`config.mk`:
```
export PLATFORM = sky130hd
export DESIGN_NAME = cmult_mac_flat
export DESIGN_NICKNAME = d
export VERILOG_FILES = /design/src/rtl/cmult_mac_if.sv /design/src/rtl/cmult_mac.sv /design/src/flat_wrapper.sv
export SDC_FILE = /design/constraint.sdc
export NUM_CORES = 2
export LEC_CHECK = 0
export CORE_UTILIZATION = 60
export CTS_CLUSTER_SIZE = 20
export DETAILED_ROUTE_END_ITERATION = 8
export GPL_ROUTABILITY_DRIVEN = 1
export GPL_TIMING_DRIVEN = 0
export PLACE_DENSITY = 0.78
export SYNTH_ARGS = -nofsm -noshare
export SYNTH_HDL_FRONTEND = slang
export SYNTH_SLANG_ARGS = --single-unit
```
`constraint.sdc`:
```
create_clock -name clk -period 18.6 [get_ports clk]
set_clock_uncertainty 0.1 [all_clocks]
set_input_delay 1.86 -clock clk [delete_from_list [all_inputs] [get_ports clk]]
set_output_delay 1.86 -clock clk [all_outputs]
set_load 0.05 [all_outputs]
```
`src/rtl/cmult_mac_if.sv`:
```
// rtl/cmult_mac_if.sv - sample and result bundle for the complex multiply / MAC
interface cmult_mac_if #(
    parameter int XW = 18,
    parameter int YW = 18,
    parameter int ZW = 48
);
    logic                 in_valid;
    logic signed [XW-1:0] xr;
    logic signed [XW-1:0] xi;
    logic signed [YW-1:0] yr;
    logic signed [YW-1:0] yi;
    logic                 conj;
    logic                 in_first;
    logic                 in_last;
    logic                 out_valid;
    logic signed [ZW-1:0] zr;
    logic signed [ZW-1:0] zi;
    logic                 sat;
    logic                 ovf_sticky;

    modport master (
        output in_valid, xr, xi, yr, yi, conj, in_first, in_last,
        input  out_valid, zr, zi, sat, ovf_sticky
    );

    modport slave (
        input  in_valid, xr, xi, yr, yi, conj, in_first, in_last,
        output out_valid, zr, zi, sat, ovf_sticky
    );
endinterface

```
`src/rtl/cmult_mac.sv`:
```
// rtl/cmult_mac.sv - pipelined complex multiply / multiply-accumulate with round, shift, saturate
module cmult_mac #(
    parameter int XW        = 18,
    parameter int YW        = 18,
    parameter int ZW        = 48,
    parameter int SHIFT     = 0,
    parameter int ACCUM     = 0,
    parameter int ACC_GUARD = 8
) (
    input  logic       clk,
    input  logic       rst,
    cmult_mac_if.slave bus
);
    localparam int PW = XW + YW;
    localparam int AW = PW + 1 + ACC_GUARD;
    // Rounding constant 2^(SHIFT-1); zero when no shift is applied.
    localparam logic signed [AW:0] HALF =
        (SHIFT > 0) ? ((AW+1)'(1) << ((SHIFT > 0) ? SHIFT - 1 : 0)) : '0;

    logic                 s1_valid;
    logic signed [XW-1:0] s1_xr, s1_xi;
    logic signed [YW-1:0] s1_yr, s1_yi;
    logic                 s1_conj, s1_first, s1_last;

    logic                 s2_valid;
    logic signed [PW-1:0] p_rr, p_ii, p_ir, p_ri;
    logic                 s2_conj, s2_first, s2_last;

    logic signed [AW-1:0] prod_r, prod_i, base_r, base_i, nxt_r, nxt_i;
    logic                 emit;
    logic signed [AW-1:0] acc_r, acc_i;
    logic                 s3_valid;
    logic signed [AW-1:0] s3_r, s3_i;

    logic signed [AW:0]   ext_r, ext_i, rnd_r, rnd_i;
    logic signed [ZW-1:0] zr_c, zi_c;
    logic                 clip_r, clip_i;

    // S1: capture the sample and its controls.
    always_ff @(posedge clk) begin
        if (rst) s1_valid <= 1'b0;
        else     s1_valid <= bus.in_valid;
        s1_xr    <= bus.xr;
        s1_xi    <= bus.xi;
        s1_yr    <= bus.yr;
        s1_yi    <= bus.yi;
        s1_conj  <= bus.conj;
        s1_first <= bus.in_first;
        s1_last  <= bus.in_last;
    end

    // S2: the four full-precision partial products.
    always_ff @(posedge clk) begin
        if (rst) s2_valid <= 1'b0;
        else     s2_valid <= s1_valid;
        p_rr     <= s1_xr * s1_yr;
        p_ii     <= s1_xi * s1_yi;
        p_ir     <= s1_xi * s1_yr;
        p_ri     <= s1_xr * s1_yi;
        s2_conj  <= s1_conj;
        s2_first <= s1_first;
        s2_last  <= s1_last;
    end

    // S3 combine: conj(y) flips the sign of the imaginary part of y; without
    // accumulation the base is always zero so the sum is just the product.
    always_comb begin
        prod_r = s2_conj ? (AW'(p_rr) + AW'(p_ii)) : (AW'(p_rr) - AW'(p_ii));
        prod_i = s2_conj ? (AW'(p_ir) - AW'(p_ri)) : (AW'(p_ir) + AW'(p_ri));
        base_r = (ACCUM != 0 && !s2_first) ? acc_r : '0;
        base_i = (ACCUM != 0 && !s2_first) ? acc_i : '0;
        nxt_r  = base_r + prod_r;
        nxt_i  = base_i + prod_i;
        emit   = (ACCUM != 0) ? s2_last : 1'b1;
    end

    // S3: accumulator update on valid samples, forward when the sum is complete.
    always_ff @(posedge clk) begin
        if (rst) begin
            s3_valid <= 1'b0;
            acc_r    <= '0;
            acc_i    <= '0;
            s3_r     <= '0;
            s3_i     <= '0;
        end else begin
            s3_valid <= s2_valid & emit;
            if (s2_valid) begin
                acc_r <= nxt_r;
                acc_i <= nxt_i;
                s3_r  <= nxt_r;
                s3_i  <= nxt_i;
            end
        end
    end

    // S4 combine: round half up, arithmetic shift; one guard bit absorbs the rounding carry.
    always_comb begin
        ext_r = {s3_r[AW-1], s3_r};
        ext_i = {s3_i[AW-1], s3_i};
        rnd_r = (ext_r + HALF) >>> SHIFT;
        rnd_i = (ext_i + HALF) >>> SHIFT;
    end

    generate
        if (ZW <= AW) begin : g_clip
            localparam logic [ZW-1:0] ZMAX = {1'b0, {(ZW-1){1'b1}}};
            localparam logic [ZW-1:0] ZMIN = {1'b1, {(ZW-1){1'b0}}};
            logic hi_r, lo_r, hi_i, lo_i;
            // Out of range when the bits above the output sign disagree with it.
            always_comb begin
                hi_r   = !rnd_r[AW] && (|rnd_r[AW:ZW-1]);
                lo_r   = rnd_r[AW] && !(&rnd_r[AW:ZW-1]);
                hi_i   = !rnd_i[AW] && (|rnd_i[AW:ZW-1]);
                lo_i   = rnd_i[AW] && !(&rnd_i[AW:ZW-1]);
                zr_c   = hi_r ? ZMAX : (lo_r ? ZMIN : rnd_r[ZW-1:0]);
                zi_c   = hi_i ? ZMAX : (lo_i ? ZMIN : rnd_i[ZW-1:0]);
                clip_r = hi_r | lo_r;
                clip_i = hi_i | lo_i;
            end
        end else begin : g_wide
            // Output wide enough for any value: plain sign extension.
            always_comb begin
                zr_c   = ZW'(rnd_r);
                zi_c   = ZW'(rnd_i);
                clip_r = 1'b0;
                clip_i = 1'b0;
            end
        end
    endgenerate

    // S4: result registers; values hold between strobes, sat only on a strobe.
    always_ff @(posedge clk) begin
        if (rst) begin
            bus.out_valid  <= 1'b0;
            bus.zr         <= '0;
            bus.zi         <= '0;
            bus.sat        <= 1'b0;
            bus.ovf_sticky <= 1'b0;
        end else begin
            bus.out_valid <= s3_valid;
            bus.sat       <= s3_valid & (clip_r | clip_i);
            if (s3_valid) begin
                bus.zr <= zr_c;
                bus.zi <= zi_c;
            end
            if (s3_valid & (clip_r | clip_i)) bus.ovf_sticky <= 1'b1;
        end
    end
endmodule

```
`src/flat_wrapper.sv`:
```
// flat-port wrapper written by rule: the top's interface ports become plain ports
module cmult_mac_flat 
#(
    parameter int XW        = 18,
    parameter int YW        = 18,
    parameter int ZW        = 48,
    parameter int SHIFT     = 0,
    parameter int ACCUM     = 0,
    parameter int ACC_GUARD = 8
)
  (clk, rst, bus_in_valid, bus_xr, bus_xi, bus_yr, bus_yi, bus_conj, bus_in_first, bus_in_last, bus_out_valid, bus_zr, bus_zi, bus_sat, bus_ovf_sticky);
  cmult_mac_if #(.XW(XW), .YW(YW), .ZW(ZW)) bus_i ();
  input  logic clk;
  input  logic rst;
  input wire logic [$bits(bus_i.in_valid)-1:0] bus_in_valid;
  input wire logic [$bits(bus_i.xr)-1:0] bus_xr;
  input wire logic [$bits(bus_i.xi)-1:0] bus_xi;
  input wire logic [$bits(bus_i.yr)-1:0] bus_yr;
  input wire logic [$bits(bus_i.yi)-1:0] bus_yi;
  input wire logic [$bits(bus_i.conj)-1:0] bus_conj;
  input wire logic [$bits(bus_i.in_first)-1:0] bus_in_first;
  input wire logic [$bits(bus_i.in_last)-1:0] bus_in_last;
  output wire logic [$bits(bus_i.out_valid)-1:0] bus_out_valid;
  output wire logic [$bits(bus_i.zr)-1:0] bus_zr;
  output wire logic [$bits(bus_i.zi)-1:0] bus_zi;
  output wire logic [$bits(bus_i.sat)-1:0] bus_sat;
  output wire logic [$bits(bus_i.ovf_sticky)-1:0] bus_ovf_sticky;
  assign bus_i.in_valid = bus_in_valid;
  assign bus_i.xr = bus_xr;
  assign bus_i.xi = bus_xi;
  assign bus_i.yr = bus_yr;
  assign bus_i.yi = bus_yi;
  assign bus_i.conj = bus_conj;
  assign bus_i.in_first = bus_in_first;
  assign bus_i.in_last = bus_in_last;
  assign bus_out_valid = bus_i.out_valid;
  assign bus_zr = bus_i.zr;
  assign bus_zi = bus_i.zi;
  assign bus_sat = bus_i.sat;
  assign bus_ovf_sticky = bus_i.ovf_sticky;
  cmult_mac #(.XW(XW), .YW(YW), .ZW(ZW), .SHIFT(SHIFT), .ACCUM(ACCUM), .ACC_GUARD(ACC_GUARD)) u_core (.clk(clk), .rst(rst), .bus(bus_i));
endmodule
```
==> impl_metrics.yaml <==
status:
  status: "complete, but fails checks"
  violations: "capacitance limit, slew limit"
layout:
  seq_area_sq_um: 7410
  fin_nets: 8980
  drive_gt1_frac: 0.0190
  multiInputGateArea_sq_um: 48900
  area_growth_pct: 8.05
  final_cell_mix: "1,522 x inv_1, 1,318 x fa_1, 690 x nand2_1"
  final_common_cell: "inv_1"
  fillers: 8529
routing:
  final_antenna_net_count: 0
  vias: 50200
  drtIter0Drc: 5245
  viasPerCell: 5.84
  first_pass_iters: 6
  post_drt_wl_per_cell_microns: 25.2
  routed_wl_microns: 217000
  drc: 0
global_route:
  track_usage: 0.414
  busiest_layer: "met2"
  use_met1: 0.486
  grt_max_degree: 16
  antenna_found_initial: 46
  gr-total-overflow: 0
  grtUsageMet3: 0.153
  use_met2: 0.615
  grt_pass1_vias: 51300
  grt_first_pass_wirelength_microns: 319000
synthesis:
  synth_seq_cells: 370
  ys_seq_area_frac: 0.117
  yosysUniqueCellTypes: 86
  syn_avg_cell_area_sq_um: 9.16
  yosysWarnings: 0
  synth_area_sq_um: 63400
  synth_cells: 6920
  synth_flop_cell: "dfxtp_1"
  synth-edff-count: 0
  async_flop_share: 0
floorplan:
  die-area_sq_um: 107000
  die-width_microns: 327
  start_util: 0.609
  die_y_microns: 327
  placementRows: 118
  ios: 177
  core-area_sq_um: 104000
clocking:
  clock-root-buffer: "clkbuf_16"
  postCtsSetupBuffers: 0
  cts_tree: "done"
  postCtsHoldBufs: 0
  htreeDepth: 2
  post_cts_resized: 0
  clock_latency_ns: 0.66
  clock_sink_count: 370
  clockBufferDepth: 3
  cts_buffers: 42
  clk_pin_slew_ns: 0.06
timing:
  setup_violations: 0
  max_freq_ghz: 0.0980
  hold_viol: 0
  tns_ns: 0
  rsz0062_at_grt: "false"
  max-slew-margin-rel: -0.0870
  maxSlewViolCount: 47
  worstMarginPinSlew_ns: 1.63
  layout_min_cycle_time_ns: 10.20
  fin_crit_sh: 0.549
hold_path:
  hold_path_end: "u_core.s2_conj$_DFF_P_"
  min_path_type: "reg -> reg"
  min_delay_path_depth: 0
  hold_start: "u_core.s1_conj$_DFF_P_"
worst_setup_path:
  critPathMaxFanout: 10
  reg2reg_from: "u_core.s1_yi[11]$_DFF_P_"
  critPathKind: "reg -> reg"
  crit_buf_inv: 5
  cpPeakStageDelay_ns: 1.18
  r2r-end: "u_core.p_ri[34]$_DFF_P_"
  critPathSlowestCell: "clkbuf_1"
  path_delay_family: "adder cells"
  cp.arrival_ns: 10.51
  end_kind: "flip-flop"
  cp.required_ns: 18.90
  critPathMostFrequentCell: "fa_1"
  r2r_slack_ns: 8.40
  cp-start-kind: "flip-flop"
  path_cells: "clkbuf_1 > clkbuf_1 > nand2_1 > fa_1 > inv_1 > fa_1 > fa_1 > fa_1 > fa_1 > inv_1 > fa_1 > inv_1 > ha_1 > nand4_1 > or3_1 > a211oi_1 > o311ai_0 > a21oi_1 > a21o_1 > a21oi_1 > xnor2_1"
  r2r_cells: 21
placement:
  place.port_buffers: 172
  place_hpwl_microns: 175000
  gp_congestion: 1.09
job:
  drv_cap: 5
-- state kept, by name (all words and copies together), names as in the netlist, 18 cells and up --
signal,flops
u_core.s1_yi,18
u_core.s3_r,37
u_core.p_ri,36
u_core.s3_i,37
u_core.s1_xr,18
u_core.p_ii,36
u_core.bus.zi,37
u_core.p_ir,36
u_core.bus.zr,37
u_core.s1_yr,18
u_core.s1_xi,18
u_core.p_rr,36
-- synth_stat cells (22+ instances only) --
cell type,number,share of area
a211oi_1,23,0.0027
a21o_1,90,0.011
a21oi_1,204,0.016
a31oi_1,22,0.0022
and2_1,653,0.064
buf_4,24,0.0028
clkbuf_1,308,0.018
dfxtp_1,370,0.12
fa_1,1318,0.42
ha_1,446,0.088
inv_1,1522,0.090
mux2i_1,101,0.016
nand2_1,690,0.041
nand2b_1,41,0.0040
nand3_1,41,0.0032
nor2_1,320,0.019
nor2b_1,25,0.0025
nor3_1,41,0.0032
o21a_1,34,0.0040
o21ai_0,104,0.0082
o21bai_1,27,0.0032
xnor2_1,186,0.026
xor2_1,83,0.011
-- cells by family after synthesis --
logic type | after synthesis | synth area share
buf+inv | 1875 | 0.112
flops | 370 | 0.117
fa+ha+maj | 1764 | 0.504
mux | 103 | 0.0163
other cells | 1 | 0.0000591
xor+xnor | 269 | 0.0372
compound gates | 636 | 0.0656
simple gates | 1902 | 0.147
-- worst max path at each step --
stage                              from  cells after the start  slack (ns)                       to
3_5_place_dp   u_core.s1_yi[10]$_DFF_P_                     23        9.01  u_core.p_ii[32]$_DFF_P_
5_1_grt        u_core.s1_yi[11]$_DFF_P_                     21        8.50  u_core.p_ri[34]$_DFF_P_
3_3_place_gp   u_core.s1_yi[12]$_DFF_P_                     21        8.85  u_core.p_ii[32]$_DFF_P_
4_1_cts        u_core.s1_yi[13]$_DFF_P_                     21        8.94  u_core.p_ii[32]$_DFF_P_
6_report       u_core.s1_yi[11]$_DFF_P_                     21        8.40  u_core.p_ri[34]$_DFF_P_
2_1_floorplan   u_core.s1_yr[9]$_DFF_P_                     22       12.15  u_core.p_ir[34]$_DFF_P_
-- final cells by class --
| type | count | share of cell area |
|---|---|---|
| multi-input cells | 4676 | 0.713 |
| flip-flops and latches | 370 | 0.108 |
| inverters | 1523 | 0.0835 |
| repair buffers | 173 | 0.0254 |
| well taps | 1380 | 0.0252 |
| plain buffers | 352 | 0.0207 |
| clock buffers | 47 | 0.0159 |
| clock inverters | 31 | 0.00637 |
| diodes | 39 | 0.00142 |
-- per-stage QoR --
stage / cells / setup WS (ns) / hold WS [ns] / utilization / area, sq um
after floorplan: 6921 / 12.15 / 0.210 / - / 63400
after detailed placement: 8473 / 9.01 / 0.220 / 0.642 / 66900
after global placement: 8473 / 8.85 / 0.215 / 0.642 / 66900
final: 8591 / 8.40 / 0.231 / 0.658 / 68500
after CTS: 8551 / 8.94 / 0.235 / 0.657 / 68400
after global routing: 8554 / 8.50 / 0.243 / 0.657 / 68400
-- routing by layer --
| layer | part of all wire | wire length, microns | vias up |
|---|---|---|---|
| li1 | - | - | 21200 |
| met1 | 0.34 | 74500 | 24900 |
| met2 | 0.43 | 92300 | 3140 |
| met3 | 0.13 | 28700 | 926 |
| met4 | 0.098 | 21100 | 26 |
| met5 | 0.00090 | 195 | - |
Power is left out: the tool's default activity adds up to more than one toggle a clock period on the data nets, which glitch-free logic cannot reach.
